$ cat config.mk
export PLATFORM = sky130hd
export DESIGN_NAME = a2d_spi_resp
export DESIGN_NICKNAME = d
export VERILOG_FILES = /design/src/rtl/a2d_spi_resp.sv
export SDC_FILE = /design/constraint.sdc
export NUM_CORES = 1
export LEC_CHECK = 0
export CORE_ASPECT_RATIO = 1.4
export CORE_MARGIN = 1.5
export CORE_UTILIZATION = 52
export CTS_BUF_LIST = sky130_fd_sc_hd__clkbuf_16
export CTS_CLUSTER_DIAMETER = 100
export DETAILED_ROUTE_END_ITERATION = 12
export GPL_ROUTABILITY_DRIVEN = 0
export PLACE_DENSITY = 0.78
export SLEW_MARGIN = 15
export SYNTH_ARGS = -nofsm -noshare
export SYNTH_HDL_FRONTEND = slang
export SYNTH_SLANG_ARGS = --single-unit
$ cat constraint.sdc
create_clock -name clk -period 4.7 [get_ports clk]
set_input_delay 1.41 -clock clk [delete_from_list [all_inputs] [get_ports clk]]
set_output_delay 1.41 -clock clk [all_outputs]
set_load 0.005 [all_outputs]
$ cat src/rtl/a2d_spi_resp.sv
// a2d_spi_resp: SPI-mode-0 responder standing in for the 8-channel 12-bit A2D.
// The MOSI command of frame n selects a channel. The 12-bit value for that
// channel (fetched through chan_sel/chan_val) is shifted out on MISO during
// frame n+1, MSB first, zero-extended to FRAME_BITS.
module a2d_spi_resp #(
    parameter int FRAME_BITS = 16,
    parameter int CHNL_MSB   = 13
) (
    input  logic        clk,
    input  logic        rst_n,
    input  logic        SS_n,
    input  logic        SCLK,
    input  logic        MOSI,
    output logic        MISO,
    output logic [2:0]  chan_sel,
    input  logic [11:0] chan_val,
    output logic [2:0]  cmd_chnl,
    output logic        frame_done,
    output logic        frame_err
);

    localparam logic [4:0] CNT_MAX   = 5'd31;
    localparam logic [4:0] FRAME_CNT = 5'(FRAME_BITS);

    typedef enum logic [1:0] {
        IDLE    = 2'd0,
        SHIFT   = 2'd1,
        DONE    = 2'd2,
        WAIT_HI = 2'd3
    } state_t;

    // Bit counter increment that sticks at its maximum, so an overlong frame
    // can never wrap back around to a count that looks like a good frame.
    function automatic logic [4:0] sat_inc(input logic [4:0] v);
        return (v == CNT_MAX) ? v : v + 5'd1;
    endfunction

    // Synchronizer chains; the third SS_n/SCLK stage gives the edge detectors
    // a settled previous value to compare against.
    logic ss_s1_q, ss_s2_q, ss_s3_q;
    logic sclk_s1_q, sclk_s2_q, sclk_s3_q;
    logic mosi_s1_q, mosi_s2_q;

    // FSM and datapath state.
    state_t               state_q, state_d;
    logic [FRAME_BITS-1:0] tx_shft_q, tx_shft_d;
    // Only the low CHNL_MSB+1 command bits are kept: anything above the
    // channel field is shifted out and never needed.
    logic [CHNL_MSB:0]    rx_shft_q, rx_shft_d;
    logic [4:0]           bit_cnt_q, bit_cnt_d;
    logic [2:0]           cmd_chnl_q, cmd_chnl_d;
    logic                 frame_done_q, frame_done_d;
    logic                 frame_err_q, frame_err_d;
    logic                 miso_q, miso_d;
    // Counts the clocks after reset until all three synchronizer stages hold
    // real input samples; until then the reset-time idle levels could fake
    // an SS_n fall when a frame was already in progress at reset.
    logic [1:0]           warm_q, warm_d;

    logic ss_fall, ss_rise, sclk_rise, sclk_fall;

    assign ss_fall   =  ss_s3_q   & ~ss_s2_q;
    assign ss_rise   = ~ss_s3_q   &  ss_s2_q;
    assign sclk_rise = ~sclk_s3_q &  sclk_s2_q;
    assign sclk_fall =  sclk_s3_q & ~sclk_s2_q;

    assign MISO       = miso_q;
    assign cmd_chnl   = cmd_chnl_q;
    assign chan_sel   = cmd_chnl_q;
    assign frame_done = frame_done_q;
    assign frame_err  = frame_err_q;

    // Bring the asynchronous master signals into the clk domain at idle levels.
    always_ff @(posedge clk) begin
        if (!rst_n) begin
            ss_s1_q   <= 1'b1;
            ss_s2_q   <= 1'b1;
            ss_s3_q   <= 1'b1;
            sclk_s1_q <= 1'b0;
            sclk_s2_q <= 1'b0;
            sclk_s3_q <= 1'b0;
            mosi_s1_q <= 1'b0;
            mosi_s2_q <= 1'b0;
        end else begin
            ss_s1_q   <= SS_n;
            ss_s2_q   <= ss_s1_q;
            ss_s3_q   <= ss_s2_q;
            sclk_s1_q <= SCLK;
            sclk_s2_q <= sclk_s1_q;
            sclk_s3_q <= sclk_s2_q;
            mosi_s1_q <= MOSI;
            mosi_s2_q <= mosi_s1_q;
        end
    end

    // Next-state and datapath decisions for the frame FSM.
    always_comb begin
        state_d      = state_q;
        tx_shft_d    = tx_shft_q;
        rx_shft_d    = rx_shft_q;
        bit_cnt_d    = bit_cnt_q;
        cmd_chnl_d   = cmd_chnl_q;
        frame_done_d = 1'b0;
        frame_err_d  = 1'b0;
        warm_d       = warm_q;

        if (warm_q != 2'd3) begin
            warm_d = warm_q + 2'd1;
        end else begin
            case (state_q)
                IDLE: begin
                    if (ss_fall) begin
                        // chan_val is captured only here; later changes
                        // belong to the next frame.
                        state_d   = SHIFT;
                        tx_shft_d = {{(FRAME_BITS-12){1'b0}}, chan_val};
                        bit_cnt_d = 5'd0;
                    end else if (!ss_s2_q) begin
                        // SS_n low without a seen fall: a frame began before
                        // reset, so sit it out.
                        state_d = WAIT_HI;
                    end
                end
                SHIFT: begin
                    // SS_n rise has priority; a coincident SCLK edge is dropped.
                    if (ss_rise) begin
                        state_d = DONE;
                    end else if (sclk_rise) begin
                        rx_shft_d = {rx_shft_q[CHNL_MSB-1:0], mosi_s2_q};
                        bit_cnt_d = sat_inc(bit_cnt_q);
                    end else if (sclk_fall && (bit_cnt_q != 5'd0)) begin
                        tx_shft_d = {tx_shft_q[FRAME_BITS-2:0], 1'b0};
                    end
                end
                DONE: begin
                    if (bit_cnt_q == FRAME_CNT) begin
                        cmd_chnl_d   = rx_shft_q[CHNL_MSB -: 3];
                        frame_done_d = 1'b1;
                    end else begin
                        frame_err_d  = 1'b1;
                    end
                    state_d = IDLE;
                end
                WAIT_HI: begin
                    if (ss_s2_q) begin
                        state_d = IDLE;
                    end
                end
                default: begin
                    state_d = IDLE;
                end
            endcase
        end

        // MISO is driven only while shifting, and registered so it never glitches.
        miso_d = (state_d == SHIFT) ? tx_shft_d[FRAME_BITS-1] : 1'b0;
    end

    // Register the FSM state, shift registers and all outputs.
    always_ff @(posedge clk) begin
        if (!rst_n) begin
            state_q      <= IDLE;
            tx_shft_q    <= '0;
            rx_shft_q    <= '0;
            bit_cnt_q    <= 5'd0;
            cmd_chnl_q   <= 3'd0;
            frame_done_q <= 1'b0;
            frame_err_q  <= 1'b0;
            miso_q       <= 1'b0;
            warm_q       <= 2'd0;
        end else begin
            state_q      <= state_d;
            tx_shft_q    <= tx_shft_d;
            rx_shft_q    <= rx_shft_d;
            bit_cnt_q    <= bit_cnt_d;
            cmd_chnl_q   <= cmd_chnl_d;
            frame_done_q <= frame_done_d;
            frame_err_q  <= frame_err_d;
            miso_q       <= miso_d;
            warm_q       <= warm_d;
        end
    end

endmodule

Word-level counts from Yosys, hierarchy flattened
Index checks and enable logic that the tools add are counted.

cells by class
  $add $sub $neg = 2
  multiply operators = 0
  divide/modulo/power cells = 0
  order comparisons = 0
  eq/ne operators = 13
  shift operators = 0
  muxes and demuxes = 19
  bitwise gates (word level) = 12
  reductions and logical operators = 10

operators by type and width
  cell                                                                   count
  16-bit two-way mux                                                     5
  16-bit one-hot mux with 2 select lines                                 1
  5-bit two-way mux                                                      4
  2-bit inequality test, second input constant                           7
  6-bit AND reduction                                                    2
  5-bit equality test, second input constant                             2
  2-bit two-way mux                                                      5
  5-bit one-hot mux with 2 select lines                                  1
  1-bit NOT                                                              8
  2-bit one-hot mux with 4 select lines                                  1
  5-bit by 1-bit adder with 5-bit output, second input constant          1
  5-bit nonzero test                                                     1
  1-bit AND                                                              4
  2-bit by 1-bit equality test with 1-bit output, second input constant  2
  2-bit equality test, second input constant                             2
  4-bit AND reduction                                                    1
  3-bit AND reduction                                                    1
  3-bit OR reduction                                                     1
  2-bit by 1-bit adder with 2-bit output, second input constant          1
  2-bit zero test                                                        1
  1-bit two-way mux                                                      2
  2-bit AND reduction                                                    1
  2-bit nonzero test                                                     1
  1-bit logical AND                                                      1

word-level totals
  register bits = 53
  bits in latches = 0
  memory bits (writable) = 0
  ROM bits = 0
  input port bits = 17
  output and inout bits = 9
  word-level logic and storage cells = 74
  memories kept = 0

Depth between registers and ports, before layout
  word-level depth = 8
  mapped depth = 8
  mapped depth without buffers = 6

Worst setup path before layout
No wires, ideal clock.

  kind = reg-to-reg
  start = register bit_cnt_q[0]
  end = register bit_cnt_q[1]
  library setup time = 70 ps
  arrival time = 2,098 ps
  required time = 4,630 ps
  setup slack = 2,532 ps
  stages on the path, launching flop included = 8
  path buffers = 1
  clock period less this slack = 2,168 ps
  cells stage by stage = dfxtp_1 ha_1 and3_1 ha_1 or4_1 buf_2 or4b_1 a21oi_1

on the way
  longest elaborated chain between the ends = 5
  elaborated cells between the ends (all ways) = 8
  those cells by class = 1 x add/sub; 2 x eq/ne; 4 x mux; 1 x reduce/logical

RTL lines
  element                                 RTL line  text
  start: declaration                      50        logic [4:0] bit_cnt_q, bit_cnt_d;
  start signal: assignment                175       bit_cnt_q <= bit_cnt_d;
  5-bit by 1-bit adder with 5-bit output  35        return (v == CNT_MAX) ? v : v + 5'd1;
  5-bit two-way mux                       35
  5-bit two-way mux                       128       end else if (sclk_rise) begin
  5-bit two-way mux                       126       if (ss_rise) begin
  5-bit one-hot mux with 2 select lines   110       case (state_q)

Several ways; a longest one is shown, not always the timed one. The select of a mux whose other input is x is not followed.
A chain may end at the register's enable or synchronous reset.

Worst setup path after layout
  start = input port rst_n
  end = register tx_shft_q[6]

RTL lines
  element                 RTL line  text
  start: declaration      10        input logic rst_n,
  end signal: assignment  173       tx_shft_q <= tx_shft_d;
  end: declaration        46        logic [FRAME_BITS-1:0] tx_shft_q, tx_shft_d;

No word-level cell between the ends.

==> results.cfg <==
[clocking]
cts-resized-gates = 0
cts_setup_buffers = 0
cts_max_path_buffers = 2
clkTransAtPathRegs_ns = 0.07
tritoncts = done
cts_sinks = 53
clk_latency_ns = 0.29
ctsHoldBuffers = 0
cts_buffers = 5
cts_root_buf = clkbuf_16
cts-htree-levels = 2

[pwr]
clockPowerShare_pct = 41.8
ir_drop_v = 0.0002308
seqPwrFrac_pct = 52.7
combinationalPowerShare_pct = 5.6
swShare_pct = 22.37
p_sw_w = 0.0001966
p_int_w = 0.0006825
p_leak_nw = 0.9065
cellPowerDensity_nw_per_um2 = 333.3

[route]
drc = 0
postRouteAntennaNets = 0
dr.pass1.iters = 4
drtIter0Drc = 46
vias = 1710
wl_per_cell_um = 13.44
routed_wl_um = 3992
vias_per_cell = 5.758

[placement]
pre_cts_slack_ns = 1.437
port_buffers = 25
post-place-cells = 289
hpwlAfterDp_um = 2714

[critical_path]
critPathMaxStageDelay_ns = 0.95
crit_path_end_kind = flop
cp-startpoint = rst_n
crit_fanout = 33
slowest_stage = clkdlybuf4s50_1
path_buf_inv = 3
regToRegSetupSlack_ns = 2.20
path_cells = clkdlybuf4s50_1 > clkinv_1 > buf_4 > a211oi_1
required_ns = 4.90
critPathTopFamily = buffers and inverters
cp.depth = 4
worst_ep_arrival_time_ns = 3.18
regToRegEndpoint = tx_shft_q[12]
reg2reg_from = warm_q[0]
path_class = input port to flop
crit_path_start_kind = input port
worstSetupEndpoint = tx_shft_q[6]
rr_worst_depth = 5

[global_routing]
grt_pass1_vias = 1531
grt_max_degree = 34
grt.overflow.total = 0
track_usage_pct = 17.96
antenna_found_initial = 0
grt_pass1_wl_um = 6651

[finish]
drive_gt1_share_pct = 7.143
nets = 272
final_util_pct = 62.74
area_growth_syn_to_layout_pct = 16.85
diodes = 0
finalNonFillerCells = 297
fillerInstances = 348

[yosys]
synth_top_area_share_pct = 47.01
ys_seq_elements = 53
synth_seq_area_share_pct = 47.01
synth_area_leaders = dfxtp_1 (47%), mux2i_1 (10%), a211oi_1 (7.6%)
syn_inst = 236
syn_area_um2 = 2257
ys_warn_count = 0
syn_nets = 257
yosys.area.top_type = dfxtp_1
postSynthAreaPerCell_um2 = 9.564
synth_ff_type = dfxtp_1
synthArstFlopShare_pct = 0
ys_types = 40
synth-edff-count = 0

[sta]
fin_crit_ns = 2.983
period_share_pct = 63.46
finalSetupViolCount = 0
tightest_slew_ns = 0.8918
postLayoutSetupSlackWorst_ns = 1.717
finalSetupTns_ns = 0
finClkSkew_ns = 0.006386
final_hold_viol_count = 0
max_freq_mhz = 335.3
slew_headroom_pct = 40.33
rsz0062_at_grt = no
drv_slew = 0

[flow_run]
max_cap_viol_count = 0

[floorplanning]
core_area_um2 = 4204
die_x_um = 58.68
design.die.area_um2 = 4750
fp.dieH_um = 80.96
start_util_pct = 53.69
ioPinCount = 26
row_count = 28

[worst_hold_path]
hp-class = flop to flop

[outcome]
status = complete, no violations
[cell usage in the layout, fill, tap and decap left out, drive strengths merged, types with 2 or more instances in the layout]
master          n
dfxtp          53
nand3           9
a21oi           9
nor2           27
or2             2
inv             7
buf             4
nand4           2
o21ai           3
a22oi          11
clkbuf          5
nor3            3
mux2i          23
a211oi         23
nand2           8
and2            5
clkdlybuf4s50  25
clkinv          2
xor2            2
nand2b          8
or4             2
ha              4
[routing by layer]
metal,part of all wire [%],vias up,wire [µm],track usage [%]
met5,0,-,0,0
met4,1.5,0,61,6.818
met3,3.1,5,122,3.822
met2,50,34,1996,31.57
met1,45,801,1811,21.12
li1,-,870,-,-
[power by group through the flow]
stage	clock network, W	logic (W)	registers [W]
CTS	0.000376	0.0000495	0.000463
finish	0.000367	0.0000491	0.000463
global route	0.000395	0.0000542	0.000464
detailed placement	0	0.0000488	0.000473
global placement	0	0.0000481	0.000473
floorplan	0	0.0000314	0.000472
[kinds of logic after synthesis]
kind of cell / Yosys count / share of synthesized area (%)
DFF: 53 / 47.01
AOI/OAI and AO/OA: 51 / 15.85
muxes: 23 / 10.20
adders and majority gates: 4 / 2.217
buffers and inverters: 28 / 5.987
and+or+nand+nor: 75 / 17.96
xor gates and xnor gates: 2 / 0.7762
[through the flow]
stage | power (W) | cell area (µm²) | hold slack, ns
6_report | 0.0008791 | 2638 | 0.4096
5_1_grt | 0.0009130 | 2638 | 0.4389
4_1_cts | 0.0008887 | 2638 | 0.4152
3_5_place_dp | 0.0005221 | 2487 | 0.3994
3_3_place_gp | 0.0005211 | 2487 | 0.3921
2_1_floorplan | 0.0005029 | 2257 | 0.3863
[sequential cells by signal, indices dropped and copies added, names as in the netlist, 2 cells and up]
signal	cells
tx_shft_q	16
rx_shft_q	14
bit_cnt_q	5
chan_sel	3
state_q	2
warm_q	2
[cell usage after synthesis, types with 7 or more instances]
library cell,count
dfxtp_1,53
nor2_1,27
a211oi_1,23
mux2i_1,23
a22oi_1,11
clkbuf_1,10
a21oi_1,9
nand3_1,9
nand2_1,8
nand2b_1,8
buf_2,7
[worst min path at each step]
stage,start,to,slack (ns),cells after the start
floorplan,ss_s1_q,ss_s2_q,0.39,1
global placement,ss_s1_q,ss_s2_q,0.39,1
detailed placement,ss_s1_q,ss_s2_q,0.40,1
CTS,ss_s1_q,ss_s2_q,0.42,1
global route,ss_s1_q,ss_s2_q,0.44,1
finish,ss_s1_q,ss_s2_q,0.41,1
[worst register-to-register path: stages, from the launching register on]
cell      delay [ns]
dfxtp_1         0.36
ha_1            0.40
nand2b_1        0.20
nor2_1          0.71
a21o_1          0.51
mux2i_1         0.26
[final cells by class]
class | count | area, µm² | share of cell area, %
inverter | 7 | 28.78 | 1.091
multi-input combinational | 155 | 1061 | 40.23
clock inverter | 3 | 25.02 | 0.9488
clock buffer | 5 | 125.1 | 4.744
sequential | 53 | 1061 | 40.23
tap | 45 | 56.30 | 2.135
timing repair buffer | 29 | 280.3 | 10.63
Note: power is estimated with default switching activity, not from simulation.
